**config.mk**
```make
export PLATFORM = sky130hd
export DESIGN_NAME = mem_access_initiator_flat
export DESIGN_NICKNAME = d
export VERILOG_FILES = /design/src/rtl/mem_access_initiator_if.sv /design/src/rtl/mem_access_initiator.sv /design/src/flat_wrapper.sv
export SDC_FILE = /design/constraint.sdc
export NUM_CORES = 1
export LEC_CHECK = 0
export ABC_AREA = 0
export CAP_MARGIN = 15
export CORE_ASPECT_RATIO = 1.2
export CORE_MARGIN = 1.5
export CORE_UTILIZATION = 40
export CTS_CLUSTER_DIAMETER = 100
export DETAILED_ROUTE_END_ITERATION = 7
export PLACE_DENSITY = 0.71
export SKIP_CTS_REPAIR_TIMING = 1
export SYNTH_ARGS = -nofsm -noshare
export SYNTH_HDL_FRONTEND = slang
export SYNTH_SLANG_ARGS = --single-unit
```
**constraint.sdc**
```tcl
create_clock -name Clk -period 4.8 [get_ports Clk]
set_clock_uncertainty 0.1 [all_clocks]
set_input_delay 1.2 -clock Clk [delete_from_list [all_inputs] [get_ports Clk]]
set_output_delay 1.2 -clock Clk [all_outputs]
set_load 0.03 [all_outputs]
```
**src/rtl/mem_access_initiator_if.sv**
```systemverilog
// Pipeline request/response and byte-wide memory bus bundle for the MEM-stage load/store initiator.
interface mem_access_initiator_if #(
   parameter int unsigned MEM_ADDR_BITS = 7
);
   logic                     Req_Valid;
   logic                     Req_Ready;
   logic                     Is_Load;
   logic                     Is_Store;
   logic [2:0]               Variant;
   logic [31:0]              Mem_Address_Reg;
   logic [31:0]              Mem_Data_Reg;
   logic                     Resp_Valid;
   logic                     Access_Err;
   logic [31:0]              Loaded_Data_MEM;
   logic                     Stall;
   logic                     Bus_Req;
   logic                     Bus_We;
   logic [MEM_ADDR_BITS-1:0] Bus_Addr;
   logic [7:0]               Bus_Wdata;
   logic                     Bus_Ack;
   logic [7:0]               Bus_Rdata;

   modport master (
      input  Req_Valid, Is_Load, Is_Store, Variant, Mem_Address_Reg, Mem_Data_Reg,
      input  Bus_Ack, Bus_Rdata,
      output Req_Ready, Resp_Valid, Access_Err, Loaded_Data_MEM, Stall,
      output Bus_Req, Bus_We, Bus_Addr, Bus_Wdata
   );

   modport slave (
      output Req_Valid, Is_Load, Is_Store, Variant, Mem_Address_Reg, Mem_Data_Reg,
      output Bus_Ack, Bus_Rdata,
      input  Req_Ready, Resp_Valid, Access_Err, Loaded_Data_MEM, Stall,
      input  Bus_Req, Bus_We, Bus_Addr, Bus_Wdata
   );
endinterface

```
**src/rtl/mem_access_initiator.sv**
```systemverilog
// MEM-stage load/store initiator: splits one pipeline access into 1/2/4 byte transactions
// on a valid/ack bus and returns the extended load result.
module mem_access_initiator #(
   parameter int unsigned MEM_ADDR_BITS = 7
) (
   input  logic                  Clk,
   input  logic                  Reset,
   mem_access_initiator_if.master bus
);
   localparam int unsigned AW = MEM_ADDR_BITS;

   typedef enum logic [1:0] {IDLE, ACCESS, DONE} state_e;

   state_e          state_q, state_d;
   logic            req_ready_q, req_ready_d;
   logic            stall_q, stall_d;
   logic            resp_valid_q, resp_valid_d;
   logic            access_err_q, access_err_d;
   logic            bus_req_q, bus_req_d;
   logic            bus_we_q, bus_we_d;
   logic [AW-1:0]   bus_addr_q, bus_addr_d;
   logic [7:0]      bus_wdata_q, bus_wdata_d;
   logic [31:0]     loaded_q, loaded_d;
   logic [AW-1:0]   base_q, base_d;
   logic [31:0]     sdata_q, sdata_d;
   logic [31:0]     rbuf_q, rbuf_d;
   logic [2:0]      variant_q, variant_d;
   logic [1:0]      byte_idx_q, byte_idx_d;
   logic [1:0]      last_idx_q, last_idx_d;

   logic            illegal_c;
   logic [1:0]      nidx_c;
   logic [31:0]     asm_c;
   logic [31:0]     ext_c;

   // Request legality and load-result assembly/extension.
   always_comb begin
      illegal_c = (bus.Is_Load == bus.Is_Store)
               || (bus.Is_Load  && ((bus.Variant == 3'b011) || (bus.Variant[2:1] == 2'b11)))
               || (bus.Is_Store && (bus.Variant[2] || (bus.Variant[1:0] == 2'b11)));
      nidx_c = byte_idx_q + 2'd1;
      asm_c  = rbuf_q;
      asm_c[{byte_idx_q, 3'b000} +: 8] = bus.Bus_Rdata;
      case (variant_q)
         3'b000:  ext_c = {{24{asm_c[7]}}, asm_c[7:0]};
         3'b001:  ext_c = {{16{asm_c[15]}}, asm_c[15:0]};
         3'b100:  ext_c = {24'd0, asm_c[7:0]};
         3'b101:  ext_c = {16'd0, asm_c[15:0]};
         default: ext_c = asm_c;
      endcase
   end

   always_comb begin
      state_d      = state_q;
      req_ready_d  = req_ready_q;
      stall_d      = stall_q;
      resp_valid_d = 1'b0;
      access_err_d = 1'b0;
      bus_req_d    = bus_req_q;
      bus_we_d     = bus_we_q;
      bus_addr_d   = bus_addr_q;
      bus_wdata_d  = bus_wdata_q;
      loaded_d     = loaded_q;
      base_d       = base_q;
      sdata_d      = sdata_q;
      rbuf_d       = rbuf_q;
      variant_d    = variant_q;
      byte_idx_d   = byte_idx_q;
      last_idx_d   = last_idx_q;

      unique case (state_q)
         IDLE: begin
            if (bus.Req_Valid) begin
               base_d      = bus.Mem_Address_Reg[AW-1:0];
               sdata_d     = bus.Mem_Data_Reg;
               variant_d   = bus.Variant;
               rbuf_d      = 32'd0;
               byte_idx_d  = 2'd0;
               last_idx_d  = (bus.Variant[1:0] == 2'b00) ? 2'd0 :
                             (bus.Variant[1:0] == 2'b01) ? 2'd1 : 2'd3;
               req_ready_d = 1'b0;
               stall_d     = 1'b1;
               if (illegal_c) begin
                  state_d      = DONE;
                  resp_valid_d = 1'b1;
                  access_err_d = 1'b1;
               end else begin
                  state_d     = ACCESS;
                  bus_req_d   = 1'b1;
                  bus_we_d    = bus.Is_Store;
                  bus_addr_d  = bus.Mem_Address_Reg[AW-1:0];
                  bus_wdata_d = bus.Mem_Data_Reg[7:0];
               end
            end
         end
         ACCESS: begin
            if (bus.Bus_Ack) begin
               rbuf_d = asm_c;
               if (byte_idx_q == last_idx_q) begin
                  state_d      = DONE;
                  resp_valid_d = 1'b1;
                  bus_req_d    = 1'b0;
                  bus_we_d     = 1'b0;
                  if (!bus_we_q) loaded_d = ext_c;
               end else begin
                  byte_idx_d  = nidx_c;
                  bus_addr_d  = AW'(base_q + AW'(nidx_c));
                  bus_wdata_d = sdata_q[{nidx_c, 3'b000} +: 8];
               end
            end
         end
         DONE: begin
            state_d     = IDLE;
            req_ready_d = 1'b1;
            stall_d     = 1'b0;
         end
         default: state_d = IDLE;
      endcase
   end

   // Async reset also aborts any in-flight access and drops Bus_Req at once.
   always_ff @(posedge Clk or posedge Reset) begin
      if (Reset) begin
         state_q      <= IDLE;
         req_ready_q  <= 1'b1;
         stall_q      <= 1'b0;
         resp_valid_q <= 1'b0;
         access_err_q <= 1'b0;
         bus_req_q    <= 1'b0;
         bus_we_q     <= 1'b0;
         bus_addr_q   <= '0;
         bus_wdata_q  <= 8'd0;
         loaded_q     <= 32'd0;
         base_q       <= '0;
         sdata_q      <= 32'd0;
         rbuf_q       <= 32'd0;
         variant_q    <= 3'd0;
         byte_idx_q   <= 2'd0;
         last_idx_q   <= 2'd0;
      end else begin
         state_q      <= state_d;
         req_ready_q  <= req_ready_d;
         stall_q      <= stall_d;
         resp_valid_q <= resp_valid_d;
         access_err_q <= access_err_d;
         bus_req_q    <= bus_req_d;
         bus_we_q     <= bus_we_d;
         bus_addr_q   <= bus_addr_d;
         bus_wdata_q  <= bus_wdata_d;
         loaded_q     <= loaded_d;
         base_q       <= base_d;
         sdata_q      <= sdata_d;
         rbuf_q       <= rbuf_d;
         variant_q    <= variant_d;
         byte_idx_q   <= byte_idx_d;
         last_idx_q   <= last_idx_d;
      end
   end

   assign bus.Req_Ready       = req_ready_q;
   assign bus.Stall           = stall_q;
   assign bus.Resp_Valid      = resp_valid_q;
   assign bus.Access_Err      = access_err_q;
   assign bus.Bus_Req         = bus_req_q;
   assign bus.Bus_We          = bus_we_q;
   assign bus.Bus_Addr        = bus_addr_q;
   assign bus.Bus_Wdata       = bus_wdata_q;
   assign bus.Loaded_Data_MEM = loaded_q;
endmodule

```
**src/flat_wrapper.sv**
```systemverilog
// flat-port wrapper written by rule: the top's interface ports become plain ports
module mem_access_initiator_flat 
#(
   parameter int unsigned MEM_ADDR_BITS = 7
)
  (Clk, Reset, bus_Req_Valid, bus_Is_Load, bus_Is_Store, bus_Variant, bus_Mem_Address_Reg, bus_Mem_Data_Reg, bus_Bus_Ack, bus_Bus_Rdata, bus_Req_Ready, bus_Resp_Valid, bus_Access_Err, bus_Loaded_Data_MEM, bus_Stall, bus_Bus_Req, bus_Bus_We, bus_Bus_Addr, bus_Bus_Wdata);
  mem_access_initiator_if #(.MEM_ADDR_BITS(MEM_ADDR_BITS)) bus_i ();
  input  logic Clk;
  input  logic Reset;
  input wire logic [$bits(bus_i.Req_Valid)-1:0] bus_Req_Valid;
  input wire logic [$bits(bus_i.Is_Load)-1:0] bus_Is_Load;
  input wire logic [$bits(bus_i.Is_Store)-1:0] bus_Is_Store;
  input wire logic [$bits(bus_i.Variant)-1:0] bus_Variant;
  input wire logic [$bits(bus_i.Mem_Address_Reg)-1:0] bus_Mem_Address_Reg;
  input wire logic [$bits(bus_i.Mem_Data_Reg)-1:0] bus_Mem_Data_Reg;
  input wire logic [$bits(bus_i.Bus_Ack)-1:0] bus_Bus_Ack;
  input wire logic [$bits(bus_i.Bus_Rdata)-1:0] bus_Bus_Rdata;
  output wire logic [$bits(bus_i.Req_Ready)-1:0] bus_Req_Ready;
  output wire logic [$bits(bus_i.Resp_Valid)-1:0] bus_Resp_Valid;
  output wire logic [$bits(bus_i.Access_Err)-1:0] bus_Access_Err;
  output wire logic [$bits(bus_i.Loaded_Data_MEM)-1:0] bus_Loaded_Data_MEM;
  output wire logic [$bits(bus_i.Stall)-1:0] bus_Stall;
  output wire logic [$bits(bus_i.Bus_Req)-1:0] bus_Bus_Req;
  output wire logic [$bits(bus_i.Bus_We)-1:0] bus_Bus_We;
  output wire logic [$bits(bus_i.Bus_Addr)-1:0] bus_Bus_Addr;
  output wire logic [$bits(bus_i.Bus_Wdata)-1:0] bus_Bus_Wdata;
  assign bus_i.Req_Valid = bus_Req_Valid;
  assign bus_i.Is_Load = bus_Is_Load;
  assign bus_i.Is_Store = bus_Is_Store;
  assign bus_i.Variant = bus_Variant;
  assign bus_i.Mem_Address_Reg = bus_Mem_Address_Reg;
  assign bus_i.Mem_Data_Reg = bus_Mem_Data_Reg;
  assign bus_i.Bus_Ack = bus_Bus_Ack;
  assign bus_i.Bus_Rdata = bus_Bus_Rdata;
  assign bus_Req_Ready = bus_i.Req_Ready;
  assign bus_Resp_Valid = bus_i.Resp_Valid;
  assign bus_Access_Err = bus_i.Access_Err;
  assign bus_Loaded_Data_MEM = bus_i.Loaded_Data_MEM;
  assign bus_Stall = bus_i.Stall;
  assign bus_Bus_Req = bus_i.Bus_Req;
  assign bus_Bus_We = bus_i.Bus_We;
  assign bus_Bus_Addr = bus_i.Bus_Addr;
  assign bus_Bus_Wdata = bus_i.Bus_Wdata;
  mem_access_initiator #(.MEM_ADDR_BITS(MEM_ADDR_BITS)) u_core (.Clk(Clk), .Reset(Reset), .bus(bus_i));
endmodule
```
# After elaboration in Yosys (flattened, before gate mapping)
# Cells that the tools add are included.
# classes
bitwise	1
eq_ne	16
n_addsub	3
shift	3
n_mux	44
reduce_logical	19
# ops
cell	n
$pmux 32 s4	1
$mux 32	2
$pmux 32 s2	1
$bwmux 32	1
$mux 8	4
$shift 8x7->32 const A	1
$shiftx 32x6->8	1
$shiftx 8x7->32	1
$mux 7	4
$mux 2	9
$pmux 8 s2	1
$pmux 7 s2	1
$mux 1	13
$pmux 1 s2	5
$reduce_and 5->1	2
$ne 2x2->1 const B	4
$pmux 2 s2	2
$reduce_and 4->1	2
$add 7x2->7	1
$neg 5->7	1
$eq 2x2->1 const B	3
$eq 3x3->1 const B	2
$reduce_and 3->1	2
$eq 2x1->1 const B	2
13 further kinds	20
# word_totals
out_inout_bits	53
register_bits	133
inputBits	81

# Logic depth before layout (Yosys ltp)
# logic_depth
word_depth	8
depth_mapped	9

# Worst setup path after synthesis
# No wires, ideal clock.
# synth_path
kind	input to register
startpoint	input bus_Is_Store
endpoint	register u_core.bus_addr_q[0], in the netlist u_core.bus.Bus_Addr[0]
t_arrival_ns	2.410
path_buffers	2
stages	6
slack_ns	2.164
cell_sequence	nand2b_1 > a211oi_2 > o21ba_1 > buf_6 > buf_12 > mux2_4
# synth_via
elab_chain_cells	5
word_cells_on_any_way	6
cone_classes	2 x eq/ne; 4 x reduce/logical
# synth_rtl
item	line	source
from (decl)	flat_wrapper.sv:12	input wire logic [$bits(bus_i.Is_Store)-1:0] bus_Is_Store;
$eq 1x1->1	mem_access_initiator.sv:38	illegal_c = (bus.Is_Load == bus.Is_Store)
$logic_or 1x1->1	mem_access_initiator.sv:39	|| (bus.Is_Load && ((bus.Variant == 3'b011) || (bus.Variant[2:1] == 2'b11)))
$logic_or 1x1->1 (*)	mem_access_initiator.sv:40	|| (bus.Is_Store && (bus.Variant[2] || (bus.Variant[1:0] == 2'b11)));
$ne 2x2->1 (no source line) (*)	-	
$reduce_and 5->1 (no source line) (*)	-	
to (signal assigned)	mem_access_initiator.sv:148	bus_addr_q <= bus_addr_d;
to (decl)	mem_access_initiator.sv:21	logic [AW-1:0] bus_addr_q, bus_addr_d;
# Every way passes the cells marked *; elsewhere a longest branch is shown, timed or not.
# A chain may end at the register's enable or synchronous reset.

# Worst setup path in the final report
# layout_path
startpoint	input bus_Bus_Ack
endpoint	register u_core.loaded_q[13], in the netlist u_core.bus.Loaded_Data_MEM[13]
# layout_via
elab_chain_cells	1
# layout_rtl
item	line	source
from (decl)	flat_wrapper.sv:16	input wire logic [$bits(bus_i.Bus_Ack)-1:0] bus_Bus_Ack;
$reduce_and 4->1 (no source line)	-	
to (signal assigned)	mem_access_initiator.sv:150	loaded_q <= loaded_d;
to (decl)	mem_access_initiator.sv:23	logic [31:0] loaded_q, loaded_d;
# No other way between the ends.

==> results.md <==
- RSZ-0062 raised after global routing: false
- Clock Latency Late Sink: 0.42 ns
- Fill count: 1443
- Peak supply drop: 267 uV
- Post-route insts no fill: 951
- Via count: 4987
- First-pass GRT wire length: 25300 um
- GRT Util Overall: 0.194
- Avg WL per Cell: 16.1 um
- Sw Share: 0.383
- Number of flops mapped to enable cells by yosys: 0
- Ports: 134
- Synth unique cells: 52
- Critical path data required time: 5.00 ns
- PortBufs: 108
- Min cycle time layout: 3.08 ns
- Total gr overflow: 0
- Switching Power: 2.07 mW
- Detailed placer's ending HPWL: 10600 um
- Sequential Area: 3330 um2
- Reg power frac: 0.343
- Fmax achieved: 0.324 GHz
- DRT iter0 DRCs: 246
- Placer Congestion: 0.778
- Vias per inst: 5.24
- Core footprint: 15500 um2
- Longest Clk Path Bufs: 2
- Cell Int Power: 3.33 mW
- Die Y: 141 um
- Top post-synthesis cells by count: 189 x nand2_1, 132 x dfrtp_1, 44 x nor2_1
- Seq cells post-synth: 133
- Number of max-cap violations: 0
- Leak: 3.62 nW
- Critical path class: in -> reg
- Area leader, netlist: dfrtp_1
- Mapped Nets: 724
- Mapped cell area: 6330 um2
- Endpoint class of the critical path: flop
- Synth async-reset ratio: 1.00
- DRC: 0
- Predominant post-synthesis flop cell: dfrtp_1
- Root Buffer: clkbuf_16
- Row count: 50
- Setup TNS: 0 ns
- DIE AREA: 16600 um2
- Synth top area share: 0.522
- Main area contributors after synthesis: dfrtp_1 52%, nand2_1 11%, a22o_1 3.0%
- Clock slew at reported path FFs: 0.06 ns
- TritonCTS Sinks: 133
- Worst setup SP type: primary input
- Utilization after layout: 0.524
- Die X-Extent: 118 um
- CTS tree: done
- Layout Nets: 820
- Vias in the first global route: 5081
- Footprint of the multi-input gates: 2740 um2
- Total CTS buffers: 17
- Largest net degree at the start of global routing: 58
- Layout cells sized above 1: 0.105
- Clock power frac: 0.244
- Initial Util: 0.408
- Initial antenna violation count: 0
- Worst path arrival time: 3.29 ns
- Final worst-path cycle share: 0.643
- Syn_area_per_cell: 9.96 um2
- Area growth, synth to finish: 28.5%
- Hold Path Class: reg -> reg
- Slew headroom: 0.442
- H-tree depth: 4
- Final WL: 15300 um
- # diodes: 0
- Worst-Margin Slew: 0.837 ns
- Crit-path max FO: 57
- DR pass1 iterations: 5
- Synth warn: 0
- Hold violation count in the final report: 0
- ANT nets after route: 0
- Comb pwr share: 0.413
- Most frequent cell after synthesis: nand2_1
- Final Max Slew Viols: 0
- Dpl cells: 920
- Outcome: complete, no violations
- Mapped Cells: 635
- Register area share after synthesis: 0.526
- Setup violators final: 0
- Power Dens Cells: 665 nW/um2
## metal layers
layer | track usage | vias to the layer above | wire length, um
li1 | - | 2372 | -
met1 | 0.231 | 2420 | 6270
met2 | 0.336 | 170 | 7910
met3 | 0.0429 | 25 | 825
met4 | 0.0860 | 0 | 329
met5 | 0 | - | 0
## cell type report
| type | instances | share of cell area |
|---|---|---|
| clock buffer | 18 | 0.0540 |
| clock inverter | 13 | 0.0191 |
| inverter | 11 | 0.00554 |
| multi-input combinational | 451 | 0.337 |
| sequential | 133 | 0.410 |
| tap | 208 | 0.0320 |
| timing repair buffer | 117 | 0.143 |
## power groups by stage
stage	Combinational (mW)	Clock [mW]	Sequential [mW]
finish	2.23	1.32	1.85
global route	2.43	1.39	1.91
detailed placement	2.25	0	1.87
CTS	2.26	1.34	1.86
floorplan	1.13	0	2.22
global placement	2.20	0	1.84
## per-stage QoR
stage	hold WS, ns	total power [mW]	instance area (um2)	setup WS [ns]
3_3_place_gp	0.353	4.04	7530	1.30
4_1_cts	0.376	5.46	8130	1.70
6_report	0.369	5.40	8130	1.72
3_5_place_dp	0.358	4.12	7530	1.24
2_1_floorplan	0.340	3.35	6330	1.85
5_1_grt	0.397	5.73	8130	1.51
## cells by family after synthesis
family / Yosys count / share of synthesized area
muxes: 24 / 0.0627
adders and majority gates: 8 / 0.0170
xor gates and xnor gates: 5 / 0.00929
and+or+nand+nor: 282 / 0.196
DFF: 133 / 0.526
AOI/OAI and AO/OA: 132 / 0.148
buffers and inverters: 51 / 0.0409
## cells in the final DEF, fill, tap and decap left out, types with 17 or more instances in the layout
master and instances:
clkdlybuf4s50_1 108, a31oi_1 27, nand2_1 189, nor2b_1 22, clkbuf_16 17, a22o_1 22, o21ai_0 24, nor2_1 44
a21oi_1 22, dfrtp_1 132
## flip-flops by register name (all words and copies together) (netlist names), 2 cells and up
signal	flops
u_core.base_q	7
u_core.variant_q	3
u_core.last_idx_q	2
u_core.bus.Loaded_Data_MEM	32
u_core.bus.Bus_Wdata	8
u_core.rbuf_q	32
u_core.byte_idx_q	2
u_core.state_q	2
u_core.sdata_q	32
u_core.bus.Bus_Addr	7
## worst max-delay path, stage by stage
cell and delay, ns:
clkdlybuf4s50_1 0.57, nand3b_4 0.22, nor4_4 0.29, buf_4 0.46
o31ai_2 0.28, o22a_1 0.25
## worst paths after layout
kind	depth (start not counted)	slack (ns)	startpoint	endpoint
worst min-delay path	2	0.37	u_core.rbuf_q[10]$_DFFE_PP0P_	u_core.rbuf_q[10]$_DFFE_PP0P_
worst max-delay path	6	1.72	bus_Bus_Ack	u_core.bus.Loaded_Data_MEM[13]$_DFFE_PP0P_
max in group asynchronous	3	2.71	Reset	u_core.rbuf_q[6]$_DFFE_PP0P_
worst min register to register	2	0.37	u_core.rbuf_q[10]$_DFFE_PP0P_	u_core.rbuf_q[10]$_DFFE_PP0P_
min in group asynchronous	2	1.13	Reset	u_core.bus.Stall$_DFFE_PP0P_
worst max register to register	6	1.83	u_core.byte_idx_q[1]$_DFFE_PP0P_	u_core.bus.Loaded_Data_MEM[18]$_DFFE_PP0P_
(Power assumes the default switching activity.)
